### src/rtl/rtype_issue_unit_pkg.sv
// Shared definitions for the R-type issue/writeback stage: widths, opcodes, states, instruction layout.
package rtype_issue_unit_pkg;

  localparam int unsigned NREG    = 32;
  localparam int unsigned XLEN    = 32;
  localparam int unsigned AW      = 5;
  localparam int unsigned OP_W    = 6;
  localparam int unsigned FUNCT_W = 6;
  localparam int unsigned SHAMT_W = 5;

  localparam logic [OP_W-1:0]    OP_RTYPE  = 6'd0;
  localparam logic [FUNCT_W-1:0] FUNCT_ADD = 6'd27;
  localparam logic [FUNCT_W-1:0] FUNCT_SUB = 6'd28;
  localparam logic [FUNCT_W-1:0] FUNCT_SRL = 6'd29;
  localparam logic [FUNCT_W-1:0] FUNCT_SLL = 6'd30;
  localparam logic [FUNCT_W-1:0] FUNCT_XOR = 6'd31;
  localparam logic [FUNCT_W-1:0] FUNCT_AND = 6'd32;

  typedef enum logic [1:0] {
    ST_IDLE = 2'd0,
    ST_READ = 2'd1,
    ST_EXEC = 2'd2,
    ST_WB   = 2'd3
  } state_e;

  // Field order matches the instruction word, MSB first.
  typedef struct packed {
    logic [OP_W-1:0]    op;
    logic [AW-1:0]      rs;
    logic [AW-1:0]      rt;
    logic [AW-1:0]      rd;
    logic [SHAMT_W-1:0] shamt;
    logic [FUNCT_W-1:0] funct;
  } instr_t;

  // An instruction is issued only for the R-type opcode with a supported funct.
  function automatic logic is_legal(input instr_t i);
    return (i.op == OP_RTYPE) &&
           (i.funct inside {FUNCT_ADD, FUNCT_SUB, FUNCT_SRL, FUNCT_SLL, FUNCT_XOR, FUNCT_AND});
  endfunction

endpackage

### src/rtl/rtype_issue_unit_if.sv
// Instruction handshake, ALU operand/result bus, status and debug register access.
interface rtype_issue_unit_if;
  import rtype_issue_unit_pkg::*;

  logic                instr_valid;
  logic                instr_ready;
  logic [XLEN-1:0]     instr;
  logic [XLEN-1:0]     alu_src1;
  logic [XLEN-1:0]     alu_src2;
  logic [FUNCT_W-1:0]  alu_funct;
  logic [SHAMT_W-1:0]  alu_shamt;
  logic [XLEN-1:0]     alu_result;
  logic                alu_zero;
  logic                alu_carry;
  logic                done;
  logic                illegal;
  logic                flag_zero;
  logic                flag_carry;
  logic                dbg_we;
  logic [AW-1:0]       dbg_addr;
  logic [XLEN-1:0]     dbg_wdata;
  logic [XLEN-1:0]     dbg_rdata;

  modport slave (
    input  instr_valid, instr, alu_result, alu_zero, alu_carry, dbg_we, dbg_addr, dbg_wdata,
    output instr_ready, alu_src1, alu_src2, alu_funct, alu_shamt, done, illegal,
           flag_zero, flag_carry, dbg_rdata
  );

  modport master (
    output instr_valid, instr, alu_result, alu_zero, alu_carry, dbg_we, dbg_addr, dbg_wdata,
    input  instr_ready, alu_src1, alu_src2, alu_funct, alu_shamt, done, illegal,
           flag_zero, flag_carry, dbg_rdata
  );

endinterface

### src/rtl/rtype_issue_unit_regfile.sv
// 32x32 register file: two operand read ports, one debug read port, one write port, R0 tied to zero.
module rtype_issue_unit_regfile
  import rtype_issue_unit_pkg::*;
(
  input  logic            clk,
  input  logic            rst_n,
  input  logic [AW-1:0]   raddr1,
  input  logic [AW-1:0]   raddr2,
  input  logic [AW-1:0]   raddr3,
  output logic [XLEN-1:0] rdata1,
  output logic [XLEN-1:0] rdata2,
  output logic [XLEN-1:0] rdata3,
  input  logic            we,
  input  logic [AW-1:0]   waddr,
  input  logic [XLEN-1:0] wdata
);

  logic [XLEN-1:0] regs_q [NREG];
  logic [XLEN-1:0] regs_d [NREG];

  // Write path; address 0 is never written.
  always_comb begin
    regs_d = regs_q;
    if (we && (waddr != '0)) begin
      regs_d[waddr] = wdata;
    end
  end

  // Register storage with asynchronous clear.
  always_ff @(posedge clk or negedge rst_n) begin
    if (!rst_n) begin
      regs_q <= '{default: '0};
    end else begin
      regs_q <= regs_d;
    end
  end

  assign rdata1 = (raddr1 == '0) ? '0 : regs_q[raddr1];
  assign rdata2 = (raddr2 == '0) ? '0 : regs_q[raddr2];
  assign rdata3 = (raddr3 == '0) ? '0 : regs_q[raddr3];

endmodule

### src/rtl/rtype_issue_unit.sv
// Four-cycle unpipelined issue/writeback stage around an external combinational ALU.
module rtype_issue_unit
  import rtype_issue_unit_pkg::*;
(
  input  logic              clk,
  input  logic              rst_n,
  rtype_issue_unit_if.slave bus
);

  state_e              state_q, state_d;
  instr_t              instr_q, instr_d;
  logic [XLEN-1:0]     src1_q, src1_d;
  logic [XLEN-1:0]     src2_q, src2_d;
  logic [FUNCT_W-1:0]  funct_q, funct_d;
  logic [SHAMT_W-1:0]  shamt_q, shamt_d;
  logic [XLEN-1:0]     result_q, result_d;
  logic                res_zero_q, res_zero_d;
  logic                res_carry_q, res_carry_d;
  logic                flag_zero_q, flag_zero_d;
  logic                flag_carry_q, flag_carry_d;
  logic                done_q, done_d;
  logic                illegal_q, illegal_d;

  logic                rf_we;
  logic [AW-1:0]       rf_waddr;
  logic [XLEN-1:0]     rf_wdata;
  logic [XLEN-1:0]     rf_rdata1;
  logic [XLEN-1:0]     rf_rdata2;
  logic [XLEN-1:0]     rf_rdata_dbg;

  rtype_issue_unit_regfile u_regfile (
    .clk    (clk),
    .rst_n  (rst_n),
    .raddr1 (instr_q.rs),
    .raddr2 (instr_q.rt),
    .raddr3 (bus.dbg_addr),
    .rdata1 (rf_rdata1),
    .rdata2 (rf_rdata2),
    .rdata3 (rf_rdata_dbg),
    .we     (rf_we),
    .waddr  (rf_waddr),
    .wdata  (rf_wdata)
  );

  // Next-state, decode and write-port steering; debug writes and writeback never share an edge.
  always_comb begin
    state_d      = state_q;
    instr_d      = instr_q;
    src1_d       = src1_q;
    src2_d       = src2_q;
    funct_d      = funct_q;
    shamt_d      = shamt_q;
    result_d     = result_q;
    res_zero_d   = res_zero_q;
    res_carry_d  = res_carry_q;
    flag_zero_d  = flag_zero_q;
    flag_carry_d = flag_carry_q;
    done_d       = 1'b0;
    illegal_d    = 1'b0;
    rf_we        = 1'b0;
    rf_waddr     = bus.dbg_addr;
    rf_wdata     = bus.dbg_wdata;

    case (state_q)
      ST_IDLE: begin
        rf_we = bus.dbg_we;
        if (bus.instr_valid) begin
          instr_d = instr_t'(bus.instr);
          state_d = ST_READ;
        end
      end
      ST_READ: begin
        if (is_legal(instr_q)) begin
          src1_d  = rf_rdata1;
          src2_d  = rf_rdata2;
          funct_d = instr_q.funct;
          shamt_d = instr_q.shamt;
          state_d = ST_EXEC;
        end else begin
          illegal_d = 1'b1;
          state_d   = ST_IDLE;
        end
      end
      ST_EXEC: begin
        result_d    = bus.alu_result;
        res_zero_d  = bus.alu_zero;
        res_carry_d = bus.alu_carry;
        state_d     = ST_WB;
      end
      ST_WB: begin
        rf_we        = 1'b1;
        rf_waddr     = instr_q.rd;
        rf_wdata     = result_q;
        flag_zero_d  = res_zero_q;
        flag_carry_d = res_carry_q;
        done_d       = 1'b1;
        state_d      = ST_IDLE;
      end
      default: state_d = ST_IDLE;
    endcase
  end

  // State and datapath registers; reset drops any in-flight instruction.
  always_ff @(posedge clk or negedge rst_n) begin
    if (!rst_n) begin
      state_q      <= ST_IDLE;
      instr_q      <= '0;
      src1_q       <= '0;
      src2_q       <= '0;
      funct_q      <= '0;
      shamt_q      <= '0;
      result_q     <= '0;
      res_zero_q   <= 1'b0;
      res_carry_q  <= 1'b0;
      flag_zero_q  <= 1'b0;
      flag_carry_q <= 1'b0;
      done_q       <= 1'b0;
      illegal_q    <= 1'b0;
    end else begin
      state_q      <= state_d;
      instr_q      <= instr_d;
      src1_q       <= src1_d;
      src2_q       <= src2_d;
      funct_q      <= funct_d;
      shamt_q      <= shamt_d;
      result_q     <= result_d;
      res_zero_q   <= res_zero_d;
      res_carry_q  <= res_carry_d;
      flag_zero_q  <= flag_zero_d;
      flag_carry_q <= flag_carry_d;
      done_q       <= done_d;
      illegal_q    <= illegal_d;
    end
  end

  assign bus.instr_ready = (state_q == ST_IDLE);
  assign bus.alu_src1    = src1_q;
  assign bus.alu_src2    = src2_q;
  assign bus.alu_funct   = funct_q;
  assign bus.alu_shamt   = shamt_q;
  assign bus.done        = done_q;
  assign bus.illegal     = illegal_q;
  assign bus.flag_zero   = flag_zero_q;
  assign bus.flag_carry  = flag_carry_q;
  assign bus.dbg_rdata   = rf_rdata_dbg;

endmodule

### src/flat_wrapper.sv
// flat-port wrapper written by rule: the top's interface ports become plain ports
module rtype_issue_unit_flat import rtype_issue_unit_pkg::*;
  (clk, rst_n, bus_instr_valid, bus_instr, bus_alu_result, bus_alu_zero, bus_alu_carry, bus_dbg_we, bus_dbg_addr, bus_dbg_wdata, bus_instr_ready, bus_alu_src1, bus_alu_src2, bus_alu_funct, bus_alu_shamt, bus_done, bus_illegal, bus_flag_zero, bus_flag_carry, bus_dbg_rdata);
  rtype_issue_unit_if bus_i ();
  input  logic clk;
  input  logic rst_n;
  input wire logic [$bits(bus_i.instr_valid)-1:0] bus_instr_valid;
  input wire logic [$bits(bus_i.instr)-1:0] bus_instr;
  input wire logic [$bits(bus_i.alu_result)-1:0] bus_alu_result;
  input wire logic [$bits(bus_i.alu_zero)-1:0] bus_alu_zero;
  input wire logic [$bits(bus_i.alu_carry)-1:0] bus_alu_carry;
  input wire logic [$bits(bus_i.dbg_we)-1:0] bus_dbg_we;
  input wire logic [$bits(bus_i.dbg_addr)-1:0] bus_dbg_addr;
  input wire logic [$bits(bus_i.dbg_wdata)-1:0] bus_dbg_wdata;
  output wire logic [$bits(bus_i.instr_ready)-1:0] bus_instr_ready;
  output wire logic [$bits(bus_i.alu_src1)-1:0] bus_alu_src1;
  output wire logic [$bits(bus_i.alu_src2)-1:0] bus_alu_src2;
  output wire logic [$bits(bus_i.alu_funct)-1:0] bus_alu_funct;
  output wire logic [$bits(bus_i.alu_shamt)-1:0] bus_alu_shamt;
  output wire logic [$bits(bus_i.done)-1:0] bus_done;
  output wire logic [$bits(bus_i.illegal)-1:0] bus_illegal;
  output wire logic [$bits(bus_i.flag_zero)-1:0] bus_flag_zero;
  output wire logic [$bits(bus_i.flag_carry)-1:0] bus_flag_carry;
  output wire logic [$bits(bus_i.dbg_rdata)-1:0] bus_dbg_rdata;
  assign bus_i.instr_valid = bus_instr_valid;
  assign bus_i.instr = bus_instr;
  assign bus_i.alu_result = bus_alu_result;
  assign bus_i.alu_zero = bus_alu_zero;
  assign bus_i.alu_carry = bus_alu_carry;
  assign bus_i.dbg_we = bus_dbg_we;
  assign bus_i.dbg_addr = bus_dbg_addr;
  assign bus_i.dbg_wdata = bus_dbg_wdata;
  assign bus_instr_ready = bus_i.instr_ready;
  assign bus_alu_src1 = bus_i.alu_src1;
  assign bus_alu_src2 = bus_i.alu_src2;
  assign bus_alu_funct = bus_i.alu_funct;
  assign bus_alu_shamt = bus_i.alu_shamt;
  assign bus_done = bus_i.done;
  assign bus_illegal = bus_i.illegal;
  assign bus_flag_zero = bus_i.flag_zero;
  assign bus_flag_carry = bus_i.flag_carry;
  assign bus_dbg_rdata = bus_i.dbg_rdata;
  rtype_issue_unit u_core (.clk(clk), .rst_n(rst_n), .bus(bus_i));
endmodule
### config.mk
export PLATFORM = sky130hd
export DESIGN_NAME = rtype_issue_unit_flat
export DESIGN_NICKNAME = d
export VERILOG_FILES = /design/src/rtl/rtype_issue_unit_pkg.sv /design/src/rtl/rtype_issue_unit_if.sv /design/src/rtl/rtype_issue_unit_regfile.sv /design/src/rtl/rtype_issue_unit.sv /design/src/flat_wrapper.sv
export SDC_FILE = /design/constraint.sdc
export NUM_CORES = 2
export LEC_CHECK = 0
export CAP_MARGIN = 20
export CORE_MARGIN = 4
export CORE_UTILIZATION = 65
export DETAILED_ROUTE_END_ITERATION = 10
export PLACE_DENSITY = 0.84
export REMOVE_ABC_BUFFERS = 1
export SYNTH_ARGS = -nofsm -noshare
export SYNTH_HDL_FRONTEND = slang
export SYNTH_HIERARCHICAL = 1
export SYNTH_SLANG_ARGS = --single-unit
### constraint.sdc
create_clock -name clk -period 4.8 [get_ports clk]
set_input_delay 0.96 -clock clk [delete_from_list [all_inputs] [get_ports clk]]
set_output_delay 0.96 -clock clk [all_outputs]
set_load 0.03 [all_outputs]
# Word level (Yosys, flattened, before mapping)
# Index checks and enable logic that the tools add are counted.
[totals] register_bits=1171 in_bits=107 output_inout_bits=112 wordCells=105
[classes] n_lt_le_gt_ge=5 eq_ne=10 muxes=24 bitwise=4 reduce_logical=12
[op_table] cell="bitwise mux 1024 bit" count=1
[op_table] cell="binary-select mux 32 bit (select 5 bit)" count=3
[op_table] cell="2-to-1 mux 32 bit" count=11
[op_table] cell="demux 32 bit (select 5 bit)" count=1
[op_table] cell="== test 6 x 5 -> 1 bit, second input constant" count=5
[op_table] cell="greater-or-equal comparator 6 bit, second input constant" count=4
[op_table] cell="NOT 5 -> 6 bit" count=4
[op_table] cell="logical NOT 5 bit" count=3
[op_table] cell="case mux 2 bit (4 select lines)" count=1
[op_table] cell="== test 6 bit, second input constant" count=1
[op_table] cell="logical NOT 6 bit" count=1
[op_table] cell="less-than comparator 6 x 1 -> 1 bit, second input constant" count=1
[op_table] cell="nonzero test 6 bit" count=1
[op_table] cell="2-to-1 mux 5 bit" count=1
[op_table] cell="nonzero test 5 bit" count=1
[op_table] cell="== test 2 bit, second input constant" count=2
[op_table] cell="2-to-1 mux 2 bit" count=2
[op_table] cell="AND reduction 2 bit" count=2
[op_table] cell="logical AND 1 bit" count=3
[op_table] cell="2-to-1 mux 1 bit" count=3
[op_table] cell="== test 2 x 1 -> 1 bit, second input constant" count=1
[op_table] cell="logical NOT 2 bit" count=1
[op_table] cell="inequality test 2 bit, second input constant" count=1
[op_table] cell="case mux 1 bit (2 select lines)" count=1

# Longest topological paths before layout
[depth] word_depth=8 mapped_depth=10 depth_no_buf=8

# Cells and area by module
# Netlist, hierarchy kept.
[modules_own_cells] mod="rtype_issue_unit_regfile" instances=1 cells_per_inst=4202 area_each_um2=62307.3 seq_area_each_um2=25624.6
[modules_own_cells] mod="rtype_issue_unit" instances=1 cells_per_inst=370 area_each_um2=6128.4 seq_area_each_um2=3678.5

# Worst setup path after synthesis
# Ideal clock, no wire load.
[synth_path] path_kind="input to output" from="input bus_dbg_addr[0]" to="output bus_dbg_rdata[16]" t_arrival_ps=3088 required_time_ps=3840 slack_ps=752 path_stages=7 n_path_buf=4 cell_sequence="buf_2 buf_4 clkbuf_1 clkbuf_1 nand2_1 a32o_1 nor4_1"
[synth_between] elab_chain_len=5 elab_cells_between_ends=6 classes_between="mux (4); bitwise (1); reduce/logical (1)"
[synth_lines] item="start, declared" line="flat_wrapper.sv:13" source="input wire logic [$bits(bus_i.dbg_addr)-1:0] bus_dbg_addr;"
[synth_lines] item="NOT 5 -> 6 bit (implied by the code)" line="rtype_issue_unit_regfile.sv:40" source="assign rdata3 = (raddr3 == '0) ? '0 : regs_q[raddr3];"
[synth_lines] item="binary-select mux 32 bit (select 5 bit)" line="rtype_issue_unit_regfile.sv:40"
[synth_lines] item="2-to-1 mux 32 bit (implied by the code) (2 in a row)" line="rtype_issue_unit_regfile.sv:40"
[synth_lines] item="2-to-1 mux 32 bit *" line="rtype_issue_unit_regfile.sv:40"
[synth_lines] item="end, declared" line="flat_wrapper.sv:24" source="output wire logic [$bits(bus_i.dbg_rdata)-1:0] bus_dbg_rdata;"
# Every way passes the cells marked *; elsewhere a longest branch is shown, timed or not. The select of a mux whose other input is x is not followed.

# Final worst setup path
[layout_path] from="input bus_dbg_addr[4]" to="output bus_dbg_rdata[27]"
# The elaborated chain is that of the path after synthesis.

==> implementation parameters <==
Parameter                              Value

GRT
  Vias in the first global route    49800
  Remaining global-route overflow    0
  First-pass GRT wire length    330000 um
  Aggregate global-route resource usage    40.1%
  Initial antenna violation count    6
  Largest net degree at the start of global routing    146

Worst setup path
  Worst flop-to-flop path startpoint    u_core/instr_q[23]
  Critical path buffer and inverter count    4
  Number of cells on the worst reg-to-reg path    6
  Startpoint of the most critical setup path    bus_dbg_addr[4]
  Req. time, crit path    3840 ps
  Worst endpoint data arrival time    between 3000 and 4000 ps
  Worst-path cell with the longest stage delay    sky130_fd_sc_hd__nor3_1
  Critical Path End Type    output pin
  Worst stage delay on the critical path    730 ps
  Highest net fanout along the worst path    19
  Critical path start-end classification    input port to output pin
  Cell depth of the worst setup path    6
  Kind of start point of the critical path    input port
  Kind of cell adding the most delay to the critical path    buffers and inverters
  Crit-path cells    clkdlybuf4s50_1 > inv_2 > buf_4 > o22ai_1 > nor3_1 > buf_12

Floorplan
  Core region area    104000 um^2
  Overall die area    111000 um^2
  Die boundary height    332 um
  Die Wd    332 um
  Starting density of the core    65.7%
  Floorplan row count    ~120
  IO Count    219

Finish
  Share of post-route cells with drive strength above 1    between 50% and 60%
  Fillcell total    6237
  Area Overhead vs Synth    12.6%
  Summed area of non-filler cells in the final layout    about 77000 um^2
  Final #Nets    around 4700
  Count of placed standard cells in the final layout, fillers left out    6076

Place
  Cell area after placement    approximately 73000 um^2
  HPWL reported at the end of detailed placement    about 130000 um
  Placer's final routability congestion estimate    slightly above 0.9
  Placed cell count    5844
  Input/output buffers    218
  Setup slack after placement    38.3 ps

Synthesis
  Portion of the post-synthesis area used by sequential elements    42.8%
  Average footprint of a synthesized cell    15.0 um^2
  Cell types with the highest counts after synthesis    sky130_fd_sc_hd__mux2_2 (1196), sky130_fd_sc_hd__dfrtp_1 (1171), sky130_fd_sc_hd__mux4_2 (681)
  Number of warnings printed during yosys synthesis    6
  Area of the mapped netlist    68400 um^2
  Yosys top cell by area    sky130_fd_sc_hd__dfrtp_1
  Main area contributors after synthesis    sky130_fd_sc_hd__dfrtp_1 (43%), sky130_fd_sc_hd__mux4_2 (22%), sky130_fd_sc_hd__mux2_2 (20%)
  Count of flip-flops with a built-in enable after synthesis    0
  Library cells used by synthesis    48
  Post-synthesis async set-or-reset flop share    100%
  Area share of the largest cell type after synthesis    42.8%
  Cell count after synthesis    4572
  Most frequent cell after synthesis    sky130_fd_sc_hd__mux2_2
  Top_reg_cell synth    sky130_fd_sc_hd__dfrtp_1
  Flop and latch count out of synthesis    1171

Timing
  Worst path setup slack after routing    5.00 ps
  Fraction of the cycle the final worst path needs    99.9%
  Setup violators final    0
  Clock Skew    25.8 ps
  Hold Fails Final Rpt    0
  Final slew viol count    0
  Relative max-transition margin    approximately 15%
  Min cycle time layout    ~4800 ps
  Maximum achievable frequency    ~210 MHz
  Pin slew with the least headroom to its limit    1270 ps
  RSZ-0062 raised after global routing    false
  Summed negative setup slack over all endpoints    0 ps

Clocking
  Clock buffers created by TritonCTS    about 120
  Maximum number of buffers from clock root to sink    3
  H-tree depth reported by CTS    3
  Root buffer cell    sky130_fd_sc_hd__clkbuf_16
  Clock sink count    1171
  CTS tree    built
  Setup fix buffers added after clock tree synthesis    0
  Clock insertion delay at the later pin of the skew report    approximately 720 ps
  Clock slew at the register clock pins of the worst setup and hold paths    60 ps

Job
  Maxcap violations    0

Power
  Maximum vdd drop    0.000403 V
  Clock share of power    between 20% and 30%
  Standby leakage power    0.0341 uW
  Final Power    42300 uW
  Switching fraction of total power    a little under two fifths
  Combinational share of power    40.4%
  Sequential Power Share    35.7%
  Net switching power    15600 uW
  Pwr/cell area    roughly 550 nW/um^2
  Internal power contribution    26700 uW

Detailed routing
  Detail Route Antenna Nets    0
  Post-Route WL    224000 um
  Routed len/inst    between 30 and 40 um
  Vias after detailed routing    ~48000
  Via-to-Cell Ratio    approximately 8.0
  DRT iter0 DRCs    7103
  Total DRC errors in the routed layout    0
  Number of optimization iterations in the first detailed-route pass    7

Hold path
  Class of the tightest hold or removal check    input port to async pin

Outcome
  Result of the run    completed
-- per-stage QoR --
step / hold WS [ps] / util [%]
6_report: 233 / 74.0
3_3_place_gp: 401 / 69.9
3_5_place_dp: 407 / 69.9
5_1_grt: 270 / 74.0
2_1_floorplan: 381 / -
4_1_cts: 253 / 74.0
-- cells in the final DEF (no fill, tap or decap), drive strengths merged, types with 46 or more instances in the layout --
cell type      synthesis  final
nor3                  70     70
buf                  250    242
a22o                  46     46
clkdlybuf4s50          0    181
dfrtp               1171   1171
mux4                 681    681
a22oi                 79     79
clkbuf               280    155
a211oi                56     56
o22ai                 95     95
nor2b                 50     50
mux2i                282    282
mux2                1235   1235
-- layout make-up --
| cell class | instances | area (um^2) | share of cell area, % |
|---|---|---|---|
| Sequential cell | 1171 | 29300 | 38.1 |
| Multi-Input combinational cell | 2866 | 36900 | 47.9 |
| Inverter | 5 | 18.8 | 0.0244 |
| Antenna cell | 4 | 10.0 | 0.0130 |
| Clock buffer | 154 | 3360 | 4.36 |
| Clock inverter | 72 | 898 | 1.17 |
| Tap cell | 1380 | 1730 | 2.24 |
| Timing Repair Buffer | 424 | 4780 | 6.20 |
-- kinds of logic (layout without fill, tap and decap cells) --
kind of cell,Yosys count,in the layout,share of synthesized area (%)
other cells,0,4,0
flops,1171,1171,42.8
buf+inv,535,655,3.61
simple gates,255,255,2.04
compound gates,409,409,4.39
fa+ha+maj,4,4,0.0731
mux,2198,2198,47.1
-- power by group through the flow --
stage / Clock [uW] / Combinational, uW / Sequential [uW]
after floorplan: 0 / 9910 / 14900
after global placement: 0 / 16200 / 14800
after detailed placement: 0 / 16600 / 15000
after CTS: 10100 / 16700 / 14900
after global routing: 10600 / 17600 / 15300
final: 10100 / 17100 / 15100
-- routing by layer --
| metal | global-route usage (%) | share of wire [%] | routed length, um | vias up |
|---|---|---|---|---|
| met5 | 0 | 0.0058 | 13 | - |
| met4 | 26.4 | 7.9 | 17700 | 2 |
| met3 | 14.2 | 14 | 30600 | 1123 |
| met2 | 59.1 | 45 | 99800 | 4166 |
| met1 | 50.8 | 34 | 75400 | 25000 |
| li1 | - | - | - | 18200 |
-- final timing paths --
kind                                                endpoint  slack, ps
worst max-delay path                       bus_dbg_rdata[27]          5
worst min-delay path                  u_core/bus.alu_src1[4]        230
worst max register to register       u_core/bus.alu_src1[11]        930
worst min register to register  u_core/u_regfile/regs_q[996]        430
max in group asynchronous                 u_core/instr_q[17]       3280
min in group clk                u_core/u_regfile/regs_q[996]        430
-- timing repair --
item / 4_1_cts / 5_1_grt
gates resized for setup: 0 / 1
endpoints found under the setup margin: 0 / 2
hold endpoints to repair: 0 / 0
hold buffers: 0 / 0
-- sequential cells by signal, indices dropped and copies added (netlist names), named ones only --
| register | cells |
|---|---|
| u_core/bus.alu_src1 | 32 |
| u_core/bus.done | 1 |
| u_core/state_q | 1 |
| u_core/bus.flag_carry | 1 |
| u_core/u_regfile/regs_q | 1024 |
| u_core/bus.alu_src2 | 32 |
| u_core/bus.alu_funct | 6 |
| u_core/result_q | 32 |
| u_core/instr_q | 32 |
| u_core/res_carry_q | 1 |
| u_core/bus.flag_zero | 1 |
| u_core/bus.illegal | 1 |
| u_core/bus.alu_shamt | 5 |
| u_core/res_zero_q | 1 |
(Power assumes the default switching activity.)
